`src/rtl/quick_spi_pkg.sv`:
```
// Shared state encoding, wire-order constants and the wire-index to data-bit
// mapping rule for the quick SPI master.
package quick_spi_pkg;

  typedef enum logic [2:0] {
    ST_IDLE,
    ST_SETUP,
    ST_WRITE,
    ST_READ,
    ST_HOLD,
    ST_DONE
  } state_t;

  localparam int BYTES_LITTLE_ENDIAN = 0;
  localparam int BYTES_BIG_ENDIAN    = 1;
  localparam int BITS_LSB_FIRST      = 0;
  localparam int BITS_MSB_FIRST      = 1;

  // Data bit index carried by wire position wire_idx (0 = first on the wire).
  function automatic int wire_to_data_index(int wire_idx, int width,
                                            int bytes_order, int bits_order);
    int byte_sel;
    int bit_sel;
    byte_sel = (bytes_order == BYTES_BIG_ENDIAN) ? (width / 8 - 1 - wire_idx / 8)
                                                 : (wire_idx / 8);
    bit_sel  = (bits_order == BITS_MSB_FIRST) ? (7 - wire_idx % 8) : (wire_idx % 8);
    return byte_sel * 8 + bit_sel;
  endfunction

endpackage

```
`src/rtl/quick_spi_bit_mapper.sv`:
```
// Combinational reorder between a data word and its wire sequence
// (bit i of the wire word is the i-th bit on the wire).
module quick_spi_bit_mapper
  import quick_spi_pkg::*;
#(
  parameter int WIDTH       = 16,
  parameter int BYTES_ORDER = BYTES_BIG_ENDIAN,
  parameter int BITS_ORDER  = BITS_MSB_FIRST,
  parameter bit TO_WIRE     = 1'b1
) (
  input  logic [WIDTH-1:0] in_word,
  output logic [WIDTH-1:0] out_word
);

  for (genvar i = 0; i < WIDTH; i++) begin : g_bit
    localparam int D = wire_to_data_index(i, WIDTH, BYTES_ORDER, BITS_ORDER);
    if (TO_WIRE) begin : g_fwd
      assign out_word[i] = in_word[D];
    end else begin : g_inv
      assign out_word[D] = in_word[i];
    end
  end

endmodule

```
`src/rtl/quick_spi_master.sv`:
```
// Mode-0 SPI master: SCLK at clk/2, write phase then optional read phase,
// configurable byte and bit order on the wire.
module quick_spi_master
  import quick_spi_pkg::*;
#(
  parameter int BYTES_ORDER         = BYTES_BIG_ENDIAN,
  parameter int BITS_ORDER          = BITS_MSB_FIRST,
  parameter int OUTGOING_DATA_WIDTH = 16,
  parameter int INCOMING_DATA_WIDTH = 8,
  parameter int NUMBER_OF_SLAVES    = 2
) (
  input  logic                           clk,
  input  logic                           reset_n,
  input  logic                           enable,
  input  logic                           start_transaction,
  input  logic [NUMBER_OF_SLAVES-1:0]    slave,
  input  logic                           operation,
  input  logic [OUTGOING_DATA_WIDTH-1:0] outgoing_data,
  output logic                           end_of_transaction,
  output logic [INCOMING_DATA_WIDTH-1:0] incoming_data,
  output logic                           mosi,
  input  logic                           miso,
  output logic                           sclk,
  output logic [NUMBER_OF_SLAVES-1:0]    ss_n
);

  localparam int MAXW  = (OUTGOING_DATA_WIDTH > INCOMING_DATA_WIDTH) ?
                         OUTGOING_DATA_WIDTH : INCOMING_DATA_WIDTH;
  localparam int CNT_W = $clog2(2 * MAXW);
  localparam logic [CNT_W-1:0] WR_LAST = CNT_W'(2 * OUTGOING_DATA_WIDTH - 1);
  localparam logic [CNT_W-1:0] RD_LAST = CNT_W'(2 * INCOMING_DATA_WIDTH - 1);

  state_t                         state;
  logic [CNT_W-1:0]               cnt;
  logic                           op_q;
  logic [OUTGOING_DATA_WIDTH-1:0] tx_wire;
  logic [OUTGOING_DATA_WIDTH-1:0] tx_sh;
  logic [INCOMING_DATA_WIDTH-1:0] rx_sh;
  logic [INCOMING_DATA_WIDTH-1:0] rx_data;

  // The input word is reordered before latching so the shift register can
  // simply emit bit 0 first; the latched value is identical either way.
  quick_spi_bit_mapper #(
    .WIDTH      (OUTGOING_DATA_WIDTH),
    .BYTES_ORDER(BYTES_ORDER),
    .BITS_ORDER (BITS_ORDER),
    .TO_WIRE    (1'b1)
  ) u_tx_map (
    .in_word (outgoing_data),
    .out_word(tx_wire)
  );

  quick_spi_bit_mapper #(
    .WIDTH      (INCOMING_DATA_WIDTH),
    .BYTES_ORDER(BYTES_ORDER),
    .BITS_ORDER (BITS_ORDER),
    .TO_WIRE    (1'b0)
  ) u_rx_map (
    .in_word (rx_sh),
    .out_word(rx_data)
  );

  always_ff @(posedge clk or negedge reset_n) begin
    if (!reset_n) begin
      state              <= ST_IDLE;
      cnt                <= '0;
      op_q               <= 1'b0;
      tx_sh              <= '0;
      rx_sh              <= '0;
      ss_n               <= '1;
      sclk               <= 1'b0;
      mosi               <= 1'b0;
      end_of_transaction <= 1'b0;
      incoming_data      <= '0;
    end else if (!enable) begin
      state              <= ST_IDLE;
      ss_n               <= '1;
      sclk               <= 1'b0;
      mosi               <= 1'b0;
      end_of_transaction <= 1'b0;
    end else begin
      case (state)
        ST_IDLE: begin
          end_of_transaction <= 1'b0;
          if (start_transaction) begin
            op_q  <= operation;
            tx_sh <= tx_wire;
            mosi  <= tx_wire[0];
            ss_n  <= ~slave;
            sclk  <= 1'b0;
            state <= ST_SETUP;
          end
        end
        ST_SETUP: begin
          cnt   <= '0;
          state <= ST_WRITE;
        end
        ST_WRITE: begin
          if (cnt == WR_LAST) begin
            cnt   <= '0;
            sclk  <= 1'b0;
            mosi  <= 1'b0;
            state <= op_q ? ST_READ : ST_HOLD;
          end else begin
            cnt  <= cnt + 1'b1;
            sclk <= ~cnt[0];
            // Leaving an sclk-high cycle: next bit goes out with the falling edge.
            if (cnt[0]) begin
              tx_sh <= tx_sh >> 1;
              mosi  <= tx_sh[1];
            end
          end
        end
        ST_READ: begin
          if (cnt[0]) rx_sh <= {miso, rx_sh[INCOMING_DATA_WIDTH-1:1]};
          if (cnt == RD_LAST) begin
            sclk  <= 1'b0;
            state <= ST_HOLD;
          end else begin
            cnt  <= cnt + 1'b1;
            sclk <= ~cnt[0];
          end
        end
        ST_HOLD: begin
          ss_n               <= '1;
          end_of_transaction <= 1'b1;
          if (op_q) incoming_data <= rx_data;
          state <= ST_DONE;
        end
        ST_DONE: begin
          end_of_transaction <= 1'b0;
          state              <= ST_IDLE;
        end
        default: state <= ST_IDLE;
      endcase
    end
  end

endmodule

```
`config.mk`:
```
export PLATFORM = sky130hd
export DESIGN_NAME = quick_spi_master
export DESIGN_NICKNAME = d
export VERILOG_FILES = /design/src/rtl/quick_spi_pkg.sv /design/src/rtl/quick_spi_bit_mapper.sv /design/src/rtl/quick_spi_master.sv
export SDC_FILE = /design/constraint.sdc
export NUM_CORES = 1
export LEC_CHECK = 0
export CORE_MARGIN = 4
export CORE_UTILIZATION = 52
export CTS_BUF_LIST = sky130_fd_sc_hd__clkbuf_16
export DETAILED_ROUTE_END_ITERATION = 10
export PLACE_DENSITY = 0.79
export SLEW_MARGIN = 20
export SYNTH_ARGS = -nofsm -noshare
export SYNTH_HDL_FRONTEND = slang
export SYNTH_SLANG_ARGS = --single-unit
```
`constraint.sdc`:
```
create_clock -name clk -period 2.5 [get_ports clk]
set_input_delay 0.5 -clock clk [delete_from_list [all_inputs] [get_ports clk]]
set_output_delay 0.5 -clock clk [all_outputs]
set_load 0.05 [all_outputs]
```
After elaboration in Yosys (flattened, before gate mapping)
Cells that the tools add are included.
{ "totals": {"ff_bits": 46, "input_bits": 24, "wordCells": 73} }
{ "classes": {"addsub": 1, "eq_ne": 19, "muxes": 28, "bitwise": 2, "reduce_logical": 13} }
{ "op_table": {"columns": ["op", "n"], "rows": [
  ["two-way mux 16 bit", 3],
  ["case mux 16 bit (2 select lines)", 1],
  ["AND reduction 3 bit", 6],
  ["two-way mux 3 bit", 5],
  ["case mux 3 bit (5 select lines)", 1],
  ["case mux 5 bit (3 select lines)", 1],
  ["two-way mux 5 bit", 2],
  ["two-way mux 1 bit", 9],
  ["!= test 3 bit (second input constant)", 3],
  ["!= test 2 bit (second input constant)", 4],
  ["equality test 3 x 2 -> 1 bit (second input constant)", 2],
  ["equality test 3 bit (second input constant)", 2],
  ["!= test 3 x 1 -> 1 bit (second input constant)", 2],
  ["adder 5 x 1 -> 5 bit (second input constant)", 1],
  ["equality test 5 x 4 -> 1 bit (second input constant)", 1],
  ["equality test 5 bit (second input constant)", 1],
  ["AND reduction 5 bit", 1],
  ["two-way mux 2 bit", 2],
  ["!= test 4 x 1 -> 1 bit (second input constant)", 1],
  ["!= test 4 bit (second input constant)", 1],
  ["case mux 1 bit (2 select lines)", 2],
  ["case mux 2 bit (2 select lines)", 1],
  ["AND reduction 2 bit", 2],
  ["equality test 3 x 1 -> 1 bit (second input constant)", 1],
  ["8 further kinds", 8]
]} }

Longest topological paths before layout
Gate-level depths: netlist of the first run.
{ "depth": {"word_depth": 4, "ltp_mapped": 8, "mapped_depth_nobuf": 7} }

By module
From an unflattened synthesis of the first run, not the netlist that was laid out.
{ "unflattened": {"hier_cells": 205, "area_unflattened_um2": 2479.9} }
{ "modules_own_cells": {"columns": ["mod", "n_inst", "cells_each", "area_per_inst_um2", "seq_area_each_um2"], "rows": [
  ["quick_spi_master", 1, 181, 2299.7, 1128.6],
  ["quick_spi_bit_mapper (u_tx_map)", 1, 16, 120.1, 0.0],
  ["quick_spi_bit_mapper (u_rx_map)", 1, 8, 60.1, 0.0]
]} }

Worst setup path after synthesis of the first run
Ideal clock, no wire load.
{ "synth_path": {"path_type": "register to register", "from": "register cnt[1]", "to": "register tx_sh[10]", "setup_time_ns": 0.073, "arrival_time_ns": 1.933, "required_time_ns": 2.427, "slack_ns": 0.494, "path_stages_with_launch": 9, "path_buffers": 1, "cell_sequence": "dfrtp_1 > ha_1 > and3_1 > ha_1 > nand2b_1 > a211oi_4 > o21a_4 > buf_6 > a2bb2oi_2"} }
{ "synth_between": {"elab_chain_len": 3} }
{ "synth_lines": {"columns": ["element", "line", "rtl"], "rows": [
  ["from (decl)", "quick_spi_master.sv:34", "logic [CNT_W-1:0] cnt;"],
  ["from (signal assigned)", "quick_spi_master.sv:105", "cnt <= cnt + 1'b1;"],
  ["from (signal assigned)", "quick_spi_master.sv:120", "cnt <= cnt + 1'b1;"],
  ["equality test 5 bit", "quick_spi_master.sv:99", "if (cnt == WR_LAST) begin"],
  ["!= test 2 bit (no source line)", null, null],
  ["AND reduction 5 bit (no source line)", null, null],
  ["to (signal assigned)", "quick_spi_master.sv:87", "tx_sh <= tx_wire;"],
  ["to (signal assigned)", "quick_spi_master.sv:109", "tx_sh <= tx_sh >> 1;"],
  ["to (decl)", "quick_spi_master.sv:37", "logic [OUTGOING_DATA_WIDTH-1:0] tx_sh;"]
]} }
No other way between the ends.
A chain may end at the register's enable or synchronous reset.

Worst setup path after layout of the first run
{ "layout_path": {"from": "register ss_n[0]", "to": "output ss_n[0]"} }
{ "layout_lines": {"columns": ["element", "line", "rtl"], "rows": [
  ["from (decl)", "quick_spi_master.sv:24", "output logic [NUMBER_OF_SLAVES-1:0] ss_n"],
  ["from (signal assigned)", "quick_spi_master.sv:89", "ss_n <= ~slave;"]
]} }
No word-level cell between the ends.

==> results of run 1 <==
final cells by class:
type,count,area (um2),area share (%)
Multi-Input combinational cell,117,960.9,35.00
Clock inverter,3,50.05,1.823
Sequential cell,45,1129,41.11
Tap cell,50,62.56,2.279
Inverter,6,22.52,0.8204
Clock buffer,5,125.1,4.558
Timing Repair Buffer,41,395.4,14.40
synthesized netlist by cell type, types with 3 or more instances:
cell type	number	area share (%)
nand2b_1	5	1.4
a21oi_1	5	1.2
nor2_1	9	1.6
dfrtp_1	43	50
o22ai_1	15	4.3
nand3_1	5	1.2
a2bb2oi_1	5	2.0
ha_1	3	1.7
o21ai_1	7	1.6
buf_2	4	0.93
a2bb2oi_2	9	6.3
a31oi_1	3	0.87
clkbuf_1	3	0.52
nand2_1	7	1.2
mux2_1	17	8.9
inv_1	5	0.87
power groups by stage:
stage | clock [mW] | combinational, mW | sequential (mW)
final | 0.771 | 0.415 | 0.932
after floorplan | 0 | 0.286 | 0.936
after global routing | 0.815 | 0.452 | 0.946
after detailed placement | 0 | 0.413 | 0.943
after CTS | 0.783 | 0.418 | 0.932
after global placement | 0 | 0.399 | 0.934
cells by family after synthesis:
logic type                 after synthesis  synth area share [%]
adders and majority gates                3                 1.736
AOI/OAI and AO/OA                       56                 21.41
muxes                                   18                 9.317
DFF                                     45                 52.20
and+or+nand+nor                         40                 11.98
buffers and inverters                   15                 3.356
state kept, by name, indices dropped and copies added, names as in the netlist:
signal / cells
tx_sh: 15
incoming_data: 8
rx_sh: 8
cnt: 5
state: 3
ss_n: 2
end_of_transaction: 1
mosi: 1
op_q: 1
sclk: 1
routing by layer:
layer	global-route usage, %	share of wire, %	vias to the layer above
met2	31.95	47	51
met4	4.918	1.1	0
met5	0	0	-
met1	25.85	44	789
met3	4.986	7.0	5
li1	-	-	740
path summary, 6_finish.rpt:
path	slack (ns)	end	start
hold / removal	0.20	tx_sh[9]$_DFFE_PN0P_	reset_n
setup reg to reg	0.43	tx_sh[2]$_DFFE_PN0P_	cnt[0]$_DFFE_PN0P_
hold reg to reg	0.49	incoming_data[5]$_DFFE_PN0P_	incoming_data[5]$_DFFE_PN0P_
min in group clk	0.49	incoming_data[5]$_DFFE_PN0P_	incoming_data[5]$_DFFE_PN0P_
max in group asynchronous	1.91	tx_sh[4]$_DFFE_PN0P_	reset_n
setup / recovery	0.36	ss_n[0]	ss_n[0]$_DFFE_PN1P_
cell usage in the layout (no fill, tap or decap), types with 2 or more instances in the layout:
master	n
a2bb2oi_2	9
o32a_1	2
nor2b_1	2
o21ai_1	7
nand2b_1	5
clkdlybuf4s50_1	35
inv_1	5
a31oi_1	3
clkbuf_16	5
o22ai_1	15
nor2_1	9
a2bb2oi_1	5
o21ai_0	2
nand3_1	5
dfrtp_1	43
mux2_1	17
nand4_2	2
ha_1	3
buf_4	6
a21oi_1	5
nand2_1	7
a211oi_1	2
dfstp_2	2
per-stage QoR:
step	setup WS, ns	std cells	hold WS (ns)
3_5_place_dp	0.4290	259	0.4816
2_1_floorplan	0.4935	177	0.2044
3_3_place_gp	0.4697	259	0.4753
5_1_grt	0.2672	267	0.2518
6_report	0.3576	267	0.1979
4_1_cts	0.3472	267	0.4117
==> run metrics, run 1 <==
run status=finished clean; Worst path depth=1; RD Place Congestion=0.8796; initial core utilization=54.05%; Mapped Avg Cell Area=12.22 um2; final setup fails=0; ANT cells=0; Mapped Area=about 0.0022 mm2; worst vdd ir=556.4 uV; clock sink count=45; Max Clk Rate=0.4668 GHz; Syn Nets=204; Port Buffer Count=36; area grow syn2layout=26.97%; layout cells sized above 1=between 15 and 20%; Die W=72.48 um; CTS clk-pin slew, worst paths=0.07 ns; Main synth FF type=dfrtp_1; DRT Pass-1 Iters=5; Placed Area=0.002567 mm2; DR vias=~1600; Setup Skew=between 0.004 and 0.005 ns; max_slew headroom=62.26%; Final min period=2.142 ns; WP data arrival=1.64 ns; Comb pwr share=19.6%; io pins=37; die height=72.48 um; WP buf/inv=1; cell area after layout=0.002745 mm2; num rows=23; Post-CTS Resized=0; Crit. End Element=output port; final max-slew violation count=0; DR iter-0 viols=114; required time of the critical path=2.00 ns; Post-synth EDFFs=0; antenna viol nets, final=0; Final nets=between 200 and 250; period utilisation layout=85.70%; Num CTS Buffers=5; GRT Total Usage=19.46%; hold-fix buffer count after cts=0; CORE AREA=0.004000 mm2; setup TNS=0 ns; DP HPWL=3.144 mm; Lkg Pwr=1.186 nW; gr ovfl total=0; WL final=4.593 mm; CP Max Fanout=3; number of synthesized register bits=45; DRC errors left=0; Clk pwr share=36.4%; RSZ-0062 raised after global routing=no; MaxCap Viol Count=0; NetSw=0.5776 mW; kind of critical path=flip-flop to output port; family with the most delay on the worst path=buffers and inverters; vias in the first global route=1663; share of the yosys chip area belonging to registers=a little over half; die area=0.005253 mm2; Synth cell types=42; Overall Power=2.119 mW; fraction of registers with async set/reset=100.0%; P per Cell Area=between 700 and 800 mW/mm2; critical path startpoint category=flip-flop; Slew @ Worst Pin=0.5660 ns; largest net degree at the start of global routing=46; CP max stage cell=clkdlybuf4s50_1; YS warnings=0; clock buffer depth=2; final hold vios=0; Power Internal=1.541 mW; Clk Latency, worst-skew pair=0.29 ns; Net Sw Frac=about 27%; H-tree depth=2; Hold Path Class=input port to asynchronous set/reset pin; global-route wire length before repair=approximately 8 mm; Vias/cell=5.936; cells on worst reg2reg path=7; Seq pwr share=44.0%; TritonCTS clock tree=done; Finished Core Util=68.63%; DR WL/cell=17.20 um; initial antenna violation count=0; Cells after Synth=around 180; clock root cell=clkbuf_16; slowest stage delay, CP=between 0.8 and 0.9 ns; # fillers=290; CP cell instances=clkdlybuf4s50_1; postcts setup bufs=0
No activity file was read; power rests on OpenSTA's default activity.
==> inputs of run 2 (changes only) <==
ABC_AREA = 1   (was not set)
CORE_UTILIZATION = 54   (was 52)
PLACE_DENSITY = 0.8   (was 0.79)
==> run 2 against run 1 <==
Clock power down 15%. Highest routed layer unchanged. Total power up 43%. Worst hold slack worse by 0.091 ns. Global-route usage down 0.81 points.
==> run metrics, run 2 <==
H-tree depth=2 (unchanged); Hold Path Class=input port to asynchronous set/reset pin; num rows=24 (+4.3%); Clk pwr share=21.7% (-15 points); dpl ws=0.4946 ns (+0.06559 ns); setup ws final=0.3968 ns (+0.03926 ns); Largest register FFs=15 (unchanged); critical path startpoint category=flip-flop; initial core utilization=56.18% (+2.1 points); setup TNS=0 ns (unchanged); hold-fix buffer count after cts=0 (unchanged); CP max stage cell=clkdlybuf4s50_1; CTS clk-pin slew, worst paths=0.06 ns (about the same); vias in the first global route=1811 (+8.9%); final hold vios=0 (unchanged); required time of the critical path=2.00 ns (about the same); WP data arrival=1.60 ns (-0.04 ns); layout cells sized above 1=19.05% (+3.4 points); cells on worst reg2reg path=10 (+3); Net Sw Frac=42.87% (+16 points); Post-CTS Resized=0 (unchanged); number of synthesized register bits=45 (unchanged); GRT Total Usage=18.65% (-0.81 points); clock sink count=45 (unchanged); DRT Pass-1 Iters=4 (-1); Power Internal=1.733 mW (+12%); Seq pwr share=37.7% (-6.3 points); top-count cell post-synth=nand2_1; Final nets=362 (+49%); DR vias=2005 (+26%); Regs by FF count=tx_sh x15, incoming_data x8, rx_sh x8; final max-slew violation count=0 (unchanged); RSZ-0062 raised after global routing=no; Post-synth EDFFs=0 (unchanged); antenna viol nets, final=0 (unchanged); Crit. End Element=output port; worst vdd ir=536.0 uV (-3.7%); clock buffer depth=2 (unchanged); period utilisation layout=84.13% (-1.6 points); Slew @ Worst Pin=0.5028 ns (-0.06324 ns); TritonCTS clock tree=done; Synth cell types=29 (-31%); largest net degree at the start of global routing=32 (-30%); Port Buffer Count=36 (unchanged); most common cell after layout, fill and taps aside=nand2_1; area grow syn2layout=19.88%; reg-to-reg slack, setup=0.58 ns (+0.15 ns); CORE AREA=0.004414 mm2 (+10%); area leader, netlist=dfrtp_1; die height=75.77 um (+4.5%); Syn Nets=326 (+60%); Num CTS Buffers=5 (unchanged); max_slew headroom=66.38% (+4.1 points); Biggest register=tx_sh; Reg2Reg Capture Point=tx_sh[7]$_DFFE_PN0P_; Cells after Synth=299 (+69%); gr ovfl total=0 (unchanged); top cells by area, synth=dfrtp_1 43%, nand2_1 17%, o21ai_2 5.3%; share of the yosys chip area belonging to registers=45.51% (-6.7 points); Clk Latency, worst-skew pair=0.29 ns (about the same); Max Clk Rate=0.4755 GHz (+1.9%); DRC errors left=0 (unchanged); postcts setup bufs=0 (unchanged); Mapped Avg Cell Area=8.294 um2 (-32%); global-route wire length before repair=8.045 mm (+0.60%); Setup Skew=0.003155 ns (-0.001510 ns); WP buf/inv=1 (unchanged); Comb pwr share=40.6% (+21 points); family with the most delay on the worst path=buffers and inverters; RR Startpoint=cnt[0]$_DFFE_PN0P_; Vias/cell=5.168 (-13%); CP Max Fanout=2 (-1); Final min period=2.103 ns (-0.03926 ns); DR WL/cell=12.48 um (-27%); MaxCap Viol Count=0 (unchanged); run status=finished clean; final setup fails=0 (unchanged); RD Place Congestion=0.8755 (-0.47%); post-synth top area share=43.39% (-6.4 points); clock root cell=clkbuf_16; Post-synth top cells=115 x nand2_1, 43 x dfrtp_1, 23 x nand3_1; cell area after layout=0.002973 mm2 (+8.3%); Mapped Area=0.002480 mm2 (+15%); kind of critical path=flip-flop to output port; fraction of registers with async set/reset=100.0% (unchanged); ANT cells=0 (unchanged); DR iter-0 viols=127 (+11%); commonest cells after routing, fill and taps aside=115 x nand2_1, 43 x dfrtp_1, 35 x clkdlybuf4s50_1; WL final=4.844 mm (+5.5%); YS warnings=0 (unchanged); initial antenna violation count=0 (unchanged); slowest stage delay, CP=0.79 ns (-0.02 ns); DP HPWL=3.503 mm (+11%); Placed Area=0.002826 mm2 (+10%); io pins=37 (unchanged); P per Cell Area=1020 mW/mm2 (+32%); Main synth FF type=dfrtp_1; NetSw=1.300 mW (+130%); Die W=75.77 um (+4.5%); CP cell instances=clkdlybuf4s50_1; Lkg Pwr=1.440 nW (+21%); die area=0.005740 mm2 (+9.3%)
-- run 2: changes by cell type after synthesis, moves of 5 or more --
cell / change
o22ai_1: -15
nand2_2: +15
inv_1: +16
nand2b_1: -5
o21ai_2: +15
mux2_1: -17
nand3_1: +18
o21ai_1: -7
a2bb2oi_1: -5
nand2_1: +108
a2bb2oi_2: -9
-- run 2: metrics by stage --
stage	util, %	instances	total power, mW	hold WS (ns)
6_report	67.35	388	3.033	0.1073
5_1_grt	67.35	388	3.260	0.1308
4_1_cts	67.35	388	3.051	0.1184
3_5_place_dp	64.03	380	2.382	0.4221
3_3_place_gp	64.03	380	2.356	0.4260
2_1_floorplan	-	299	2.143	0.2044
-- run 2: power groups by stage --
stage	clock, mW	sequential, mW	combinational [mW]
final	0.658	1.14	1.23
after global routing	0.707	1.17	1.38
after CTS	0.670	1.14	1.24
after detailed placement	0	1.15	1.23
after global placement	0	1.15	1.21
after floorplan	0	1.24	0.906
-- run 2: kinds of logic (layout without fill, tap and decap cells) --
group                      count (synthesis)  count (layout)  share of synthesized area, %
and+or+nand+nor                          186             186                         36.83
DFF                                       45              45                         45.51
buffers and inverters                     36              73                         7.770
AOI/OAI and AO/OA                         29              29                         8.376
adders and majority gates                  3               3                         1.514
-- run 2: how the worst max path moves through the flow --
stage,start,cells after the start,endpoint
after floorplan,cnt[0]$_DFFE_PN0P_,11,tx_sh[15]$_DFFE_PN0P_
after detailed placement,enable,8,tx_sh[3]$_DFFE_PN0P_
after global routing,ss_n[0]$_DFFE_PN1P_,1,ss_n[0]
after CTS,ss_n[0]$_DFFE_PN1P_,1,ss_n[0]
final,ss_n[1]$_DFFE_PN1P_,1,ss_n[1]
after global placement,enable,8,tx_sh[2]$_DFFE_PN0P_
-- run 2: metal layers --
layer  up-vias  GRT usage, %  wire length (um)
met4         0         6.408                70
met2        37         28.90              2248
met5         -             0                 0
met3         6         5.277               234
li1       1017             -                 -
met1       945         25.08              2291
-- run 2: cell type report --
class | count | area [um2]
clock inverter | 3 | 21.27
fill | 387 | 1441
clock buffer | 5 | 125.1
sequential | 45 | 1129
timing repair buffer | 38 | 370.4
inverter | 27 | 103.9
multi-input combinational | 218 | 1159
tap | 52 | 65.06
==> inputs of run 3 (changes only) <==
clock period = 2.1 ns   (was 2.5 ns; I/O delays follow)
==> run 3 against run 2 <==
Sequential share of layout area about the same. Clock-buffer cell count unchanged. Sequential power up 20%. Highest routed layer unchanged. Register-to-register slack worse by 0.42 ns.
==> run metrics, run 3 (synthesis results as in run 2) <==
Num CTS Buffers=5 (unchanged); required time of the critical path=1.68 ns (-0.32 ns); WP buf/inv=1 (unchanged); commonest cells after routing, fill and taps aside=115 x nand2_1, 43 x dfrtp_1, 34 x clkdlybuf4s50_1; ANT cells=0 (unchanged); Regs by FF count=tx_sh x15, incoming_data x8, rx_sh x8; die height=75.77 um (unchanged); io pins=37 (unchanged); CTS clk-pin slew, worst paths=0.06 ns (about the same); initial core utilization=56.18% (unchanged); clock sink count=45 (unchanged); DP HPWL=3.608 mm (+3.0%); RD Place Congestion=0.8686 (-0.79%); area grow syn2layout=19.98% (about the same); DR WL/cell=13.25 um (+6.1%); Max Clk Rate=0.4951 GHz; largest net degree at the start of global routing=46 (+44%); Port Buffer Count=36 (unchanged); postcts setup bufs=0 (unchanged); P per Cell Area=1216 mW/mm2 (+19%); Setup Skew=0.006582 ns (+0.003427 ns); Clk Latency, worst-skew pair=0.29 ns (about the same); Finished Core Util=67.40% (about the same); Multi-input gate area=0.001159 mm2 (unchanged); Post-CTS Resized=0 (unchanged); hold-fix buffer count after cts=0 (unchanged); DR vias=2009 (+0.20%); Die W=75.77 um (unchanged); Vias/cell=5.165 (about the same); MaxCap Viol Count=0 (unchanged); Biggest register=tx_sh; clock root cell=clkbuf_16; # fillers=365 (-5.7%); Largest register FFs=15 (unchanged); Lkg Pwr=1.443 nW (+0.20%); GRT Total Usage=19.09% (+0.44 points); die area=0.005740 mm2 (unchanged); initial antenna violation count=0 (unchanged); CP max stage cell=clkdlybuf4s50_1; Final min period=just over 2 ns; WL final=5.154 mm (+6.4%); CP Max Fanout=2 (unchanged); RSZ-0062 raised after global routing=no; critical path startpoint category=flip-flop; final hold vios=0 (unchanged); global-route wire length before repair=8.404 mm (+4.5%); most common cell after layout, fill and taps aside=nand2_1; num rows=24 (unchanged); FF+latch area=0.001129 mm2 (unchanged); kind of critical path=flip-flop to output port; Final nets=363 (+0.28%); vias in the first global route=1884 (+4.0%); worst vdd ir=665.6 uV (+24%); run status=finished clean; family with the most delay on the worst path=buffers and inverters; DRC errors left=0 (unchanged); DR iter-0 viols=145 (+14%); TritonCTS clock tree=done; final max-slew violation count=0 (unchanged); setup TNS=0 ns (unchanged); Slew @ Worst Pin=0.5605 ns (+0.05771 ns); slowest stage delay, CP=0.79 ns (about the same); max_slew headroom=62.63% (-3.7 points); layout cells sized above 1=19.29% (+0.24 points); gr ovfl total=0 (unchanged); CORE AREA=0.004414 mm2 (unchanged); WP data arrival=1.60 ns (about the same); Crit. End Element=output port; Hold Path Class=input port to asynchronous set/reset pin; final setup fails=0 (unchanged); Fin Hold WS=0.2140 ns (+0.1067 ns); antenna viol nets, final=0 (unchanged); H-tree depth=2 (unchanged); CP cell instances=clkdlybuf4s50_1; period utilisation layout=a little over nine tenths; DRT Pass-1 Iters=4 (unchanged); clock buffer depth=2 (unchanged)
[run 3: through the flow]
stage / total power [mW] / setup slack (ns) / std cells / instance area [um2]
global route: 3.850 / 0.03855 / 389 / 2975
global placement: 2.810 / 0.2182 / 381 / 2831
CTS: 3.627 / 0.06718 / 389 / 2975
finish: 3.619 / 0.08019 / 389 / 2975
detailed placement: 2.855 / 0.1830 / 381 / 2831
floorplan: 2.552 / 0.4399 / 299 / 2480
[run 3: per-layer routing]
metal / vias up / wire length (um) / GRT usage, %
met5: - / 0 / 0
met4: 0 / 68 / 7.184
met3: 9 / 244 / 3.430
met2: 58 / 2556 / 30.70
met1: 930 / 2285 / 25.67
li1: 1012 / - / -
[run 3: area by class of cell]
type | count | share of cell area (%)
clock inverter | 3 | 0.6308
timing repair buffer | 39 | 12.62
multi-input combinational | 218 | 38.94
tap | 52 | 2.187
inverter | 27 | 3.490
clock buffer | 5 | 4.205
sequential | 45 | 37.93
[run 3: worst register-to-register path: stages (launching register included)]
cell and delay [ns]:
dfrtp_1 0.42, ha_1 0.23, nand2_1 0.08, nor2_1 0.06, ha_1 0.24, nand2_1 0.13
nand2_4 0.08, nor2_8 0.21, nand2_4 0.20, nand2_1 0.12, nand2_1 0.05
[run 3: where the power goes]
group / switching [mW] / leakage [nW] / total, mW / internal, mW
clock network: 0.323 / 0.0672 / 0.759 / 0.436
registers: 0.240 / 0.588 / 1.37 / 1.13
logic: 0.994 / 0.788 / 1.49 / 0.494
[run 3: final timing paths]
path,start,endpoint,slack (ns),cells past startpoint
worst max-delay path,ss_n[0]$_DFFE_PN1P_,ss_n[0],0.08,1
worst min-delay path,reset_n,mosi$_DFFE_PN0P_,0.21,2
worst max register to register,cnt[0]$_DFFE_PN0P_,tx_sh[2]$_DFFE_PN0P_,0.16,10
worst min register to register,sclk$_DFFE_PN0P_,sclk$_DFFE_PN0P_,0.47,2
max in group asynchronous,reset_n,cnt[1]$_DFFE_PN0P_,1.51,2
min in group clk,sclk$_DFFE_PN0P_,sclk$_DFFE_PN0P_,0.47,2
